<file path="config.mk">
export PLATFORM = sky130hd
export DESIGN_NAME = mux_arbitro_4a1
export DESIGN_NICKNAME = d
export VERILOG_FILES = /design/src/rtl/mux_pkg.sv /design/src/rtl/arbitro_rr4.sv /design/src/rtl/mux_arbitro_4a1.sv
export SDC_FILE = /design/constraint.sdc
export NUM_CORES = 1
export LEC_CHECK = 0
export ABC_AREA = 1
export BUFFER_PORTS_ARGS = -buffer_cell sky130_fd_sc_hd__buf_4
export CAP_MARGIN = 0
export CORE_UTILIZATION = 42
export CTS_CLUSTER_SIZE = 30
export DETAILED_ROUTE_END_ITERATION = 7
export PLACE_DENSITY_LB_ADDON = 0.1
export SETUP_SLACK_MARGIN = 0.15
export SYNTH_ARGS = -nofsm -noshare
export SYNTH_HDL_FRONTEND = slang
export SYNTH_SLANG_ARGS = --single-unit
</file>
<file path="constraint.sdc">
create_clock -name clk -period 3.9 [get_ports clk]
set_input_delay 0.39 -clock clk [delete_from_list [all_inputs] [get_ports clk]]
set_output_delay 0.39 -clock clk [all_outputs]
set_load 0.01 [all_outputs]
</file>
<file path="src/rtl/mux_pkg.sv">
// Shared tag constants for the 4-to-1 arbitrated mux and its downstream 1-to-4 demux.
// Also holds the default data width and an index-to-tag helper.
package mux_pkg;

  localparam int unsigned ANCHO_DEF = 4;

  localparam logic [2:0] SEL_A = 3'b000;
  localparam logic [2:0] SEL_B = 3'b001;
  localparam logic [2:0] SEL_C = 3'b010;
  localparam logic [2:0] SEL_D = 3'b011;

  function automatic logic [2:0] sel_de_indice(input logic [1:0] idx);
    logic [2:0] sel;
    unique case (idx)
      2'd0:    sel = SEL_A;
      2'd1:    sel = SEL_B;
      2'd2:    sel = SEL_C;
      default: sel = SEL_D;
    endcase
    return sel;
  endfunction

endpackage

</file>
<file path="src/rtl/arbitro_rr4.sv">
// Combinational 4-way rotating-priority arbiter: the search starts at ptr_i and wraps mod 4.
// Produces a one-hot grant, its index, and whether any request was found.
module arbitro_rr4 (
  input  logic [3:0] req_i,
  input  logic [1:0] ptr_i,
  output logic [3:0] gnt_o,
  output logic [1:0] gnt_idx_o,
  output logic       gnt_any_o
);

  logic [1:0] cand;

  always_comb begin
    gnt_o     = 4'b0000;
    gnt_idx_o = 2'd0;
    gnt_any_o = 1'b0;
    cand      = 2'd0;
    for (int unsigned k = 0; k < 4; k++) begin
      cand = ptr_i + 2'(k);
      if (!gnt_any_o && req_i[cand]) begin
        gnt_any_o = 1'b1;
        gnt_idx_o = cand;
      end
    end
    if (gnt_any_o) begin
      gnt_o = 4'b0001 << gnt_idx_o;
    end
  end

endmodule

</file>
<file path="src/rtl/mux_arbitro_4a1.sv">
// Merges four valid/ready channels into one registered, source-tagged stream.
// Define MUX_PRIORIDAD_FIJA_EN for fixed priority A > B > C > D instead of round robin.
module mux_arbitro_4a1
  import mux_pkg::*;
#(
  parameter int unsigned ANCHO = ANCHO_DEF
) (
  input  logic             clk,
  input  logic             rst_n,
  input  logic [ANCHO-1:0] a_data,
  input  logic [ANCHO-1:0] b_data,
  input  logic [ANCHO-1:0] c_data,
  input  logic [ANCHO-1:0] d_data,
  input  logic             a_valid,
  input  logic             b_valid,
  input  logic             c_valid,
  input  logic             d_valid,
  output logic             a_ready,
  output logic             b_ready,
  output logic             c_ready,
  output logic             d_ready,
  output logic [ANCHO-1:0] y_data,
  output logic [2:0]       y_sel,
  output logic             y_valid,
  input  logic             y_ready
);

  logic [ANCHO-1:0] y_data_q, y_data_d;
  logic [2:0]       y_sel_q, y_sel_d;
  logic             y_valid_q, y_valid_d;

  logic [1:0] ptr;
  logic [3:0] req, gnt, ready_vec;
  logic [1:0] gnt_idx;
  logic       gnt_any;
  logic       carga;
  logic       xfer;
  logic [ANCHO-1:0] data_sel;

  assign req = {d_valid, c_valid, b_valid, a_valid};

  arbitro_rr4 u_arbitro (
    .req_i     (req),
    .ptr_i     (ptr),
    .gnt_o     (gnt),
    .gnt_idx_o (gnt_idx),
    .gnt_any_o (gnt_any)
  );

  // Output slot is free, or is being drained on this edge.
  assign carga = !y_valid_q || y_ready;

  // Readies are held low while reset is asserted, regardless of register state.
  assign ready_vec = gnt & {4{carga && rst_n}};
  assign xfer      = gnt_any && carga && rst_n;

  assign a_ready = ready_vec[0];
  assign b_ready = ready_vec[1];
  assign c_ready = ready_vec[2];
  assign d_ready = ready_vec[3];

  always_comb begin
    data_sel = a_data;
    unique case (gnt_idx)
      2'd0:    data_sel = a_data;
      2'd1:    data_sel = b_data;
      2'd2:    data_sel = c_data;
      default: data_sel = d_data;
    endcase
  end

  always_comb begin
    y_valid_d = y_valid_q;
    y_data_d  = y_data_q;
    y_sel_d   = y_sel_q;
    if (carga) begin
      y_valid_d = xfer;
      if (xfer) begin
        y_data_d = data_sel;
        y_sel_d  = sel_de_indice(gnt_idx);
      end
    end
  end

  always_ff @(posedge clk) begin
    if (!rst_n) begin
      y_valid_q <= 1'b0;
      y_data_q  <= '0;
      y_sel_q   <= SEL_A;
    end else begin
      y_valid_q <= y_valid_d;
      y_data_q  <= y_data_d;
      y_sel_q   <= y_sel_d;
    end
  end

`ifdef MUX_PRIORIDAD_FIJA_EN
  // Search always starts at A, so A starves the rest when held valid.
  assign ptr = 2'd0;
`else
  logic [1:0] ptr_q, ptr_d;

  always_comb begin
    ptr_d = ptr_q;
    if (xfer) begin
      ptr_d = gnt_idx + 2'd1;
    end
  end

  always_ff @(posedge clk) begin
    if (!rst_n) begin
      ptr_q <= 2'd0;
    end else begin
      ptr_q <= ptr_d;
    end
  end

  assign ptr = ptr_q;
`endif

  assign y_data  = y_data_q;
  assign y_sel   = y_sel_q;
  assign y_valid = y_valid_q;

endmodule

</file>
; ---- After elaboration in Yosys (flattened, before gate mapping)
; Index checks and enable logic that the tools add are counted.
[totals]
regBits = 10
out_inout_bits = 12
word_cells = 48
input_bits = 23
[op_classes]
addsub = 4
bitwise = 1
magnitude_cmp = 4
eq_ne = 2
shift = 1
n_reduce_logical = 13
mux = 19
[ops]
columns = cell, count
row1 = "2-bit by 3-bit < comparator with 1-bit output, second input constant", 4
row2 = 4-bit case mux with 3 select lines, 1
row3 = 1-bit binary-select mux with 2-bit select, 4
row4 = 1-bit 2-to-1 mux, 8
row5 = 2-bit 2-to-1 mux, 4
row6 = 1-bit logical AND, 6
row7 = 2-bit case mux with 3 select lines, 1
row8 = "2-bit by 1-bit adder with 2-bit output, second input constant", 2
row9 = "2-bit adder, second input constant", 2
row10 = 4-bit AND, 1
row11 = 1-bit zero test, 4
row12 = 4-bit 2-to-1 mux, 1
row13 = "1-bit by 2-bit << shifter with 4-bit output, first input constant", 1
row14 = "2-bit by 1-bit == test with 1-bit output, second input constant", 1
row15 = "2-bit == test, second input constant", 1
row16 = 2-bit zero test, 1
row17 = 2-bit AND reduction, 1
row18 = 1-bit logical OR, 1

; ---- Longest topological paths before layout
; Gate-level depths: netlist of run 1.
[logic_depth]
depth_word = 15
depth_mapped = 17
depth_no_buf = 17

; ---- Modules after synthesis
; A second synthesis of run 1 with hierarchy kept.
[hier_totals]
cells_unflattened = 168
hier_area_um2 = 985.9
[by_module_without_submodules]
columns = module, seq_area_each_um2, area_each_um2, cells_per_inst, instances
row1 = mux_arbitro_4a1, 180.2, 593.1, 94, 1
row2 = arbitro_rr4, 0.0, 392.9, 74, 1

; ---- Worst setup path after synthesis of run 1
; Ideal clock, no wire load.
[synth_path]
path_type = reg2out
startpoint = register ptr_q[0], in the netlist ptr[0]
endpoint = output port c_ready
path_slack_ps = 1770
required_ps = 3510
n_path_buf = 1
path_stages_with_launch = 12
t_arrival_ps = 1740
cell_sequence = dfxtp_1 buf_6 nand2_4 nand3_1 nand2_2 nor2_4 nand3_1 o21ai_0 inv_1 ha_1 inv_1 nor2_1
[synth_via]
elab_chain_cells = 15
word_cells_on_any_way = 28
cone_classes = 3 x add/sub / 1 x shift / 17 x mux / 1 x bitwise / 6 x reduce/logical
[synth_lines]
columns = element, line_no
row1 = from (decl), mux_arbitro_4a1.sv:101  ; logic [1:0] ptr_q, ptr_d;
row2 = from (signal assigned), mux_arbitro_4a1.sv:114  ; ptr_q <= ptr_d;
row3 = "parallel branches: the longest is 13 deep, another holds 2-bit by 1-bit adder with 2-bit output", n/a
row4 = 4-bit 2-to-1 mux *, arbitro_rr4.sv:25  ; if (gnt_any_o) begin
row5 = 4-bit AND *, mux_arbitro_4a1.sv:54  ; assign ready_vec = gnt & {4{carga && rst_n}};
row6 = to (decl), mux_arbitro_4a1.sv:20  ; output logic c_ready,
; Every way passes the cells marked *. The select of a mux whose other input is x is not followed.

; ---- Final worst setup path of run 1
; Same ends and word-level chain as after synthesis.

==> summary.txt, run 1 <==
Cells and area
  • Layout overhead on the synthesized area: 32.3%
  • Post-Layout Cell Count: 203
  • Fin area: 0.00110 mm^2
  • Diode count: 0
  • Layout Utilization: 61.5%
  • Nets: 207
  • Layout cells sized above 1: 25.8%

Detailed routing
  • Avg WL per Cell: 9.90 um
  • Vias: 945
  • Antenna viol nets, final: 0
  • 1st-iter DRT viols: 15
  • Vias per inst: 4.66
  • Routed WL: 2010 um
  • Drt first pass iters: 3
  • DRC: 0

Yosys
  • Synth Area per Inst: 5.72 um^2
  • Gate Count Post-Synth: 145
  • Area leader, netlist: nand2_1
  • Synth top area share: 25.3%
  • Cell Area, Synth: 830 um^2
  • Seq/Total Area, Yosys: 21.7%
  • Syn. warnings: 0
  • Primary FF master, synth: dfxtp_1
  • Count of state elements after synthesis: 9
  • Leading cell types by count after synthesis: nand2_1, nor2_1, inv_1, dfxtp_1, o21ai_0
  • Top cells by area, synth: nand2_1, dfxtp_1, nor2_1
  • Syn Nets: 173
  • Post-synthesis mux area share: 0%
  • Asr flop ratio synth: 0%
  • Synth cell types: 19
  • Count leader, synth: nand2_1
  • Adder-cell share of the synthesized area: 7.54%
  • Largest family of logic cells by synthesized area: simple AND/OR/NAND/NOR gates
  • Compound-gate portion of the synthesized area: 6.64%
  • Simple logic cell fraction of the synthesized area: 50.2%
  • Synth Area in XOR/XNOR: 0%
  • EDFF count, synth: 0

Placed design
  • DP HPWL: 1640 um
  • Dpl cells: 199
  • IO buf count: 33
  • GP Congestion: 0.832
  • Dpl cell area: 0.00107 mm^2

Clocking
  • Clock Latency Late Sink: 260 ps
  • Clock transition at path regs: 60 ps
  • Hold_buf cts: 0
  • CTS tree: done
  • Postcts setup bufs: 0
  • Post-CTS resize count: 0
  • Clk root buf: clkbuf_4
  • CTS Buf Count: 3
  • Clock sink count: 9
  • Clock Tree Buf Depth: 2
  • H-tree depth: 1

STA
  • Final setup TNS: 0 ps
  • Unrepaired setup endpoints after global routing: false
  • Clock Skew: 1.96 ps
  • Final Cycle Share: 76.8%
  • Fin. max-slew vios: 0
  • Final number of hold-violating endpoints: 0
  • Achievable Freq: 334 MHz
  • Final setup vio count: 0
  • Tmin final: 3000 ps

Global routing
  • Initial antenna violation count: 0
  • Vias in the first global route: 816
  • Total Routing Usage GR: 20.1%
  • First-pass GRT wire length: 3130 um
  • Grt ovf: 0
  • Largest net degree at the start of global routing: 14

Power
  • Peak VDD IR: 478 uV
  • Leakage: 0.623 nW
  • Pwr Total: 0.985 mW
  • PwrDens: 897 mW/mm^2

Status
  • Status: finished, final reports clean

Floorplan
  • Die width: 46.4 um
  • DIE AREA: 0.00216 mm^2
  • Initial core utilization: 46.5%
  • Core area: 0.00178 mm^2
  • Num ports: 35
  • Rows: 15
  • Die height: 46.4 um

Setup path
  • WP data arrival: 2610 ps
  • Crit Path Class: flip-flop to output port
  • Critical Path, Cell by Cell: inv_2 > nand2_1 > nand2_1 > nand2_1 > nand2_2 > nor2_4 > nand3_1 > o21ai_0 > inv_1 > ha_1 > inv_1 > nor2_1 > buf_4
  • Worst path most repeated cell: nand2_1
  • Slowest stage delay, CP: 590 ps
  • RR Startpoint: ptr[0]
  • CP endpoint kind: output port
  • CP Data Required Time: 3510 ps
  • Max FO, Critical Path: 12
  • Crit path from: ptr[0]
  • Slowest CP cell: dfxtp_1
  • Worst setup SP type: flip-flop

Min path
  • Hold path start: rst_n
  • Worst Hold Class: input port to flip-flop

Run
  • Max Cap Viol: 0
logic make-up (layout without fill, tap and decap cells):
group	Yosys count	after routing
other	1	1
DFF	9	9
and+or+nand+nor	96	96
buffers and inverters	23	56
adders and majority gates	5	5
AOI/OAI and AO/OA	11	11
cell usage in the layout, fill, tap and decap left out, types with 2 or more instances in the layout:
master and count:
nand2_4 2, nor2_1 22, a21oi_1 3, nand2_1 56
inv_2 2, buf_4 33, dfxtp_1 9, o21ai_0 7
nand3_1 6, ha_1 5, inv_1 16, nand2_2 3
nand4_1 5, clkbuf_4 3
final cells by class:
type,count,area [um^2]
clock buffers,4,26.3
flip-flops and latches,9,180
inverters,19,73.8
fillers,194,686
well taps,25,31.3
repair buffers,33,248
multi-input cells,113,538
routing by layer:
layer  track usage [%]  vias up  routed length, um
li1                  -      508                  -
met1              21.4      413                824
met2              39.2       21               1090
met3              4.71        3                 89
met4              3.53        0                  8
met5                 0        -                  0
flip-flops by register name, summed over array words and instances (netlist names):
| name | cells |
|---|---|
| y_data | 4 |
| ptr | 2 |
| y_sel | 2 |
| y_valid | 1 |
critical path: cells and delay by family (launching register included):
| family | cells | cell delay (ps) |
|---|---|---|
| simple gates | 7 | 620 |
| flops | 1 | 590 |
| buf+inv | 4 | 520 |
| compound gates | 1 | 330 |
| fa+ha+maj | 1 | 290 |
per-stage QoR:
stage / hold WS, ps / worst slack, ps
after global placement: 472 / 1340
after CTS: 395 / 912
after global routing: 414 / 720
final: 406 / 903
after floorplan: 508 / 1770
after detailed placement: 482 / 1220
power by group:
part           internal (mW)  switching (mW)
sequential             0.130          0.0363
clock                 0.0394          0.0328
combinational          0.287           0.459
total                  0.457           0.528
path summary, 6_finish.rpt:
kind,end,slack [ps],depth (start not counted)
worst max-delay path,c_ready,900,13
worst min-delay path,ptr[1],410,3
worst max register to register,y_data[3],1180,16
worst min register to register,y_data[3],490,2
(Power assumes the default switching activity.)
==> run 2: changes to the inputs <==
ABC_AREA = 0   (was 1)
clock period = 2.77 ns   (was 3.9 ns; I/O delays follow)
==> run 2 against run 1 <==
Against the previous run: global-route usage shrank 0.15 points; sequential share of layout area is 3.6 points higher; synthesized cell count shrank 50%; largest power group is now registers.
==> summary.txt, run 2 <==
Cells and area
  • FF+latch area: 180 um^2
  • Diode count: 0
  • Area of the multi-input gates: 395 um^2
  • FILL cells: 127
  • Max reg flops: 4
  • Layout Utilization: 65.8%
  • Nets: 133
  • Most frequent cells in the layout: buf_4, dfxtp_1, inv_1, a21oi_1, ha_1
  • Layout cells sized above 1: 51.0%
  • Most common cell after layout, fill and taps aside: buf_4
  • Layout overhead on the synthesized area: 38.9%

Clocking
  • Post-CTS resize count: 0
  • H-tree depth: 1
  • Hold_buf cts: 0
  • Clock transition at path regs: 70 ps
  • Clock sink count: 9
  • CTS tree: done
  • CTS Buf Count: 3
  • Clk root buf: clkbuf_4
  • Clock Latency Late Sink: 270 ps
  • Postcts setup bufs: 0
  • Clock Tree Buf Depth: 2

Power
  • Leakage: 0.466 nW
  • PwrDens: 463 mW/mm^2
  • Sw frac: 31.7%
  • Clock network power share: 26.3%
  • Reg power frac: 37.6%
  • P_sw: 0.132 mW
  • Internal: 0.284 mW
  • Peak VDD IR: 254 uV
  • Combinational power share: 36.1%
  • Pwr Total: 0.416 mW

Yosys
  • Synth cell types: 32
  • Count leader, synth: dfxtp_1
  • Area leader, netlist: dfxtp_1
  • Count of state elements after synthesis: 9
  • Synth Area per Inst: 8.98 um^2
  • Synth top area share: 27.9%
  • Top cells by area, synth: dfxtp_1, ha_1, a221oi_1
  • Leading cell types by count after synthesis: dfxtp_1, inv_1, a21oi_1, ha_1
  • Asr flop ratio synth: 0%
  • Gate Count Post-Synth: 72
  • Syn Nets: 100
  • Syn. warnings: 0
  • Seq/Total Area, Yosys: 27.9%
  • EDFF count, synth: 0
  • Cell Area, Synth: 647 um^2
  • Primary FF master, synth: dfxtp_1

STA
  • Final number of hold-violating endpoints: 0
  • Fin worst setup slack: 566 ps
  • Final Cycle Share: 79.6%
  • Clock Skew: 3.27 ps
  • Final setup vio count: 0
  • Tmin final: 2200 ps
  • Unrepaired setup endpoints after global routing: false
  • Final setup TNS: 0 ps
  • Fin. max-slew vios: 0
  • Achievable Freq: 454 MHz

Floorplan
  • Die width: 41.2 um
  • DIE AREA: 0.00170 mm^2
  • Initial core utilization: 47.3%
  • Core area: 0.00137 mm^2
  • Rows: 13
  • Num ports: 35
  • Die height: 41.2 um

Run
  • Max Cap Viol: 0

Min path
  • Worst Hold Class: input port to flip-flop
  • Hold path start: rst_n

Setup path
  • CP endpoint kind: output port
  • Crit path from: ptr[0]
  • CP bufs+invs: 2
  • Slowest stage delay, CP: 350 ps
  • WP data arrival: 1930 ps
  • Flop-to-flop setup slack: 800 ps
  • Max FO, Critical Path: 5
  • Crit path max-delay family: simple AND/OR/NAND/NOR gates
  • CP Data Required Time: 2490 ps
  • Slowest CP cell: dfxtp_1
  • Crit Path Class: flip-flop to output port
  • Worst setup SP type: flip-flop
  • RR Startpoint: ptr[0]
  • Critical Path, Cell by Cell: nor2b_1 > nor3_1 > o22ai_1 > inv_1 > ha_1 > and2_2 > buf_4

Global routing
  • Total Routing Usage GR: 19.9%
  • Initial antenna violation count: 0
  • Largest net degree at the start of global routing: 13
  • Grt ovf: 0
  • Vias in the first global route: 531
  • First-pass GRT wire length: 2150 um

Status
  • Status: finished, final reports clean

Placed design
  • DP Worst Slack: 710 ps
  • IO buf count: 33
  • DP HPWL: 1160 um
  • GP Congestion: 0.888

Detailed routing
  • 1st-iter DRT viols: 7
  • Routed WL: 1540 um
  • Avg WL per Cell: 13.0 um
  • Antenna viol nets, final: 0
  • Vias per inst: 5.25
  • Drt first pass iters: 6
  • DRC: 0
  • Vias: 625
==> run 2: area by class of cell <==
cell class	count	share of cell area [%]
clock buffers	4	2.92
well taps	15	2.09
repair buffers	33	27.6
flip-flops and latches	9	20.1
inverters	8	3.34
multi-input cells	50	44.0
==> run 2: layer usage <==
layer  global-route usage [%]  share of wire [%]
met1                     23.2                 45
met2                     34.8                 46
met3                     4.89                7.1
met4                     7.26                1.3
met5                        0                  0
==> run 2: logic make-up (layout without fill, tap and decap cells) <==
family	after synthesis	after routing	share of synthesized area [%]
DFF	9	9	27.9
buffers and inverters	13	45	11.0
other	1	1	0.580
and+or+nand+nor	19	19	20.9
AOI/OAI and AO/OA	25	25	30.0
adders and majority gates	5	5	9.67
==> run 2: worst paths after layout <==
path,cells past startpoint,endpoint
setup / recovery,7,b_ready
hold / removal,2,ptr[1]
setup reg to reg,8,y_data[2]
hold reg to reg,1,y_data[3]
==> run 2: worst reg2reg max path, delay by kind of cell, from the launching register on <==
family	cells	cell delay (ps)
AO/OA/AOI/OAI	4	800
flip-flops	1	350
adder cells (fa/ha/maj)	1	310
AND/OR/NAND/NOR	2	270
buffers and inverters	1	140
==> run 2: power groups by stage <==
stage               Combinational [mW]  Clock (mW)  Sequential [mW]
CTS                              0.151       0.111            0.157
finish                           0.150       0.109            0.157
floorplan                       0.0840           0            0.165
global route                     0.166       0.118            0.159
detailed placement               0.150           0            0.159
global placement                 0.148           0            0.159
==> run 2: stage by stage <==
step           instance area, um^2  cells  hold slack [ps]
4_1_cts                        898    119              320
2_1_floorplan                  647     72              494
6_report                       898    119              316
3_5_place_dp                   872    115              474
5_1_grt                        898    119              323
3_3_place_gp                   872    115              471
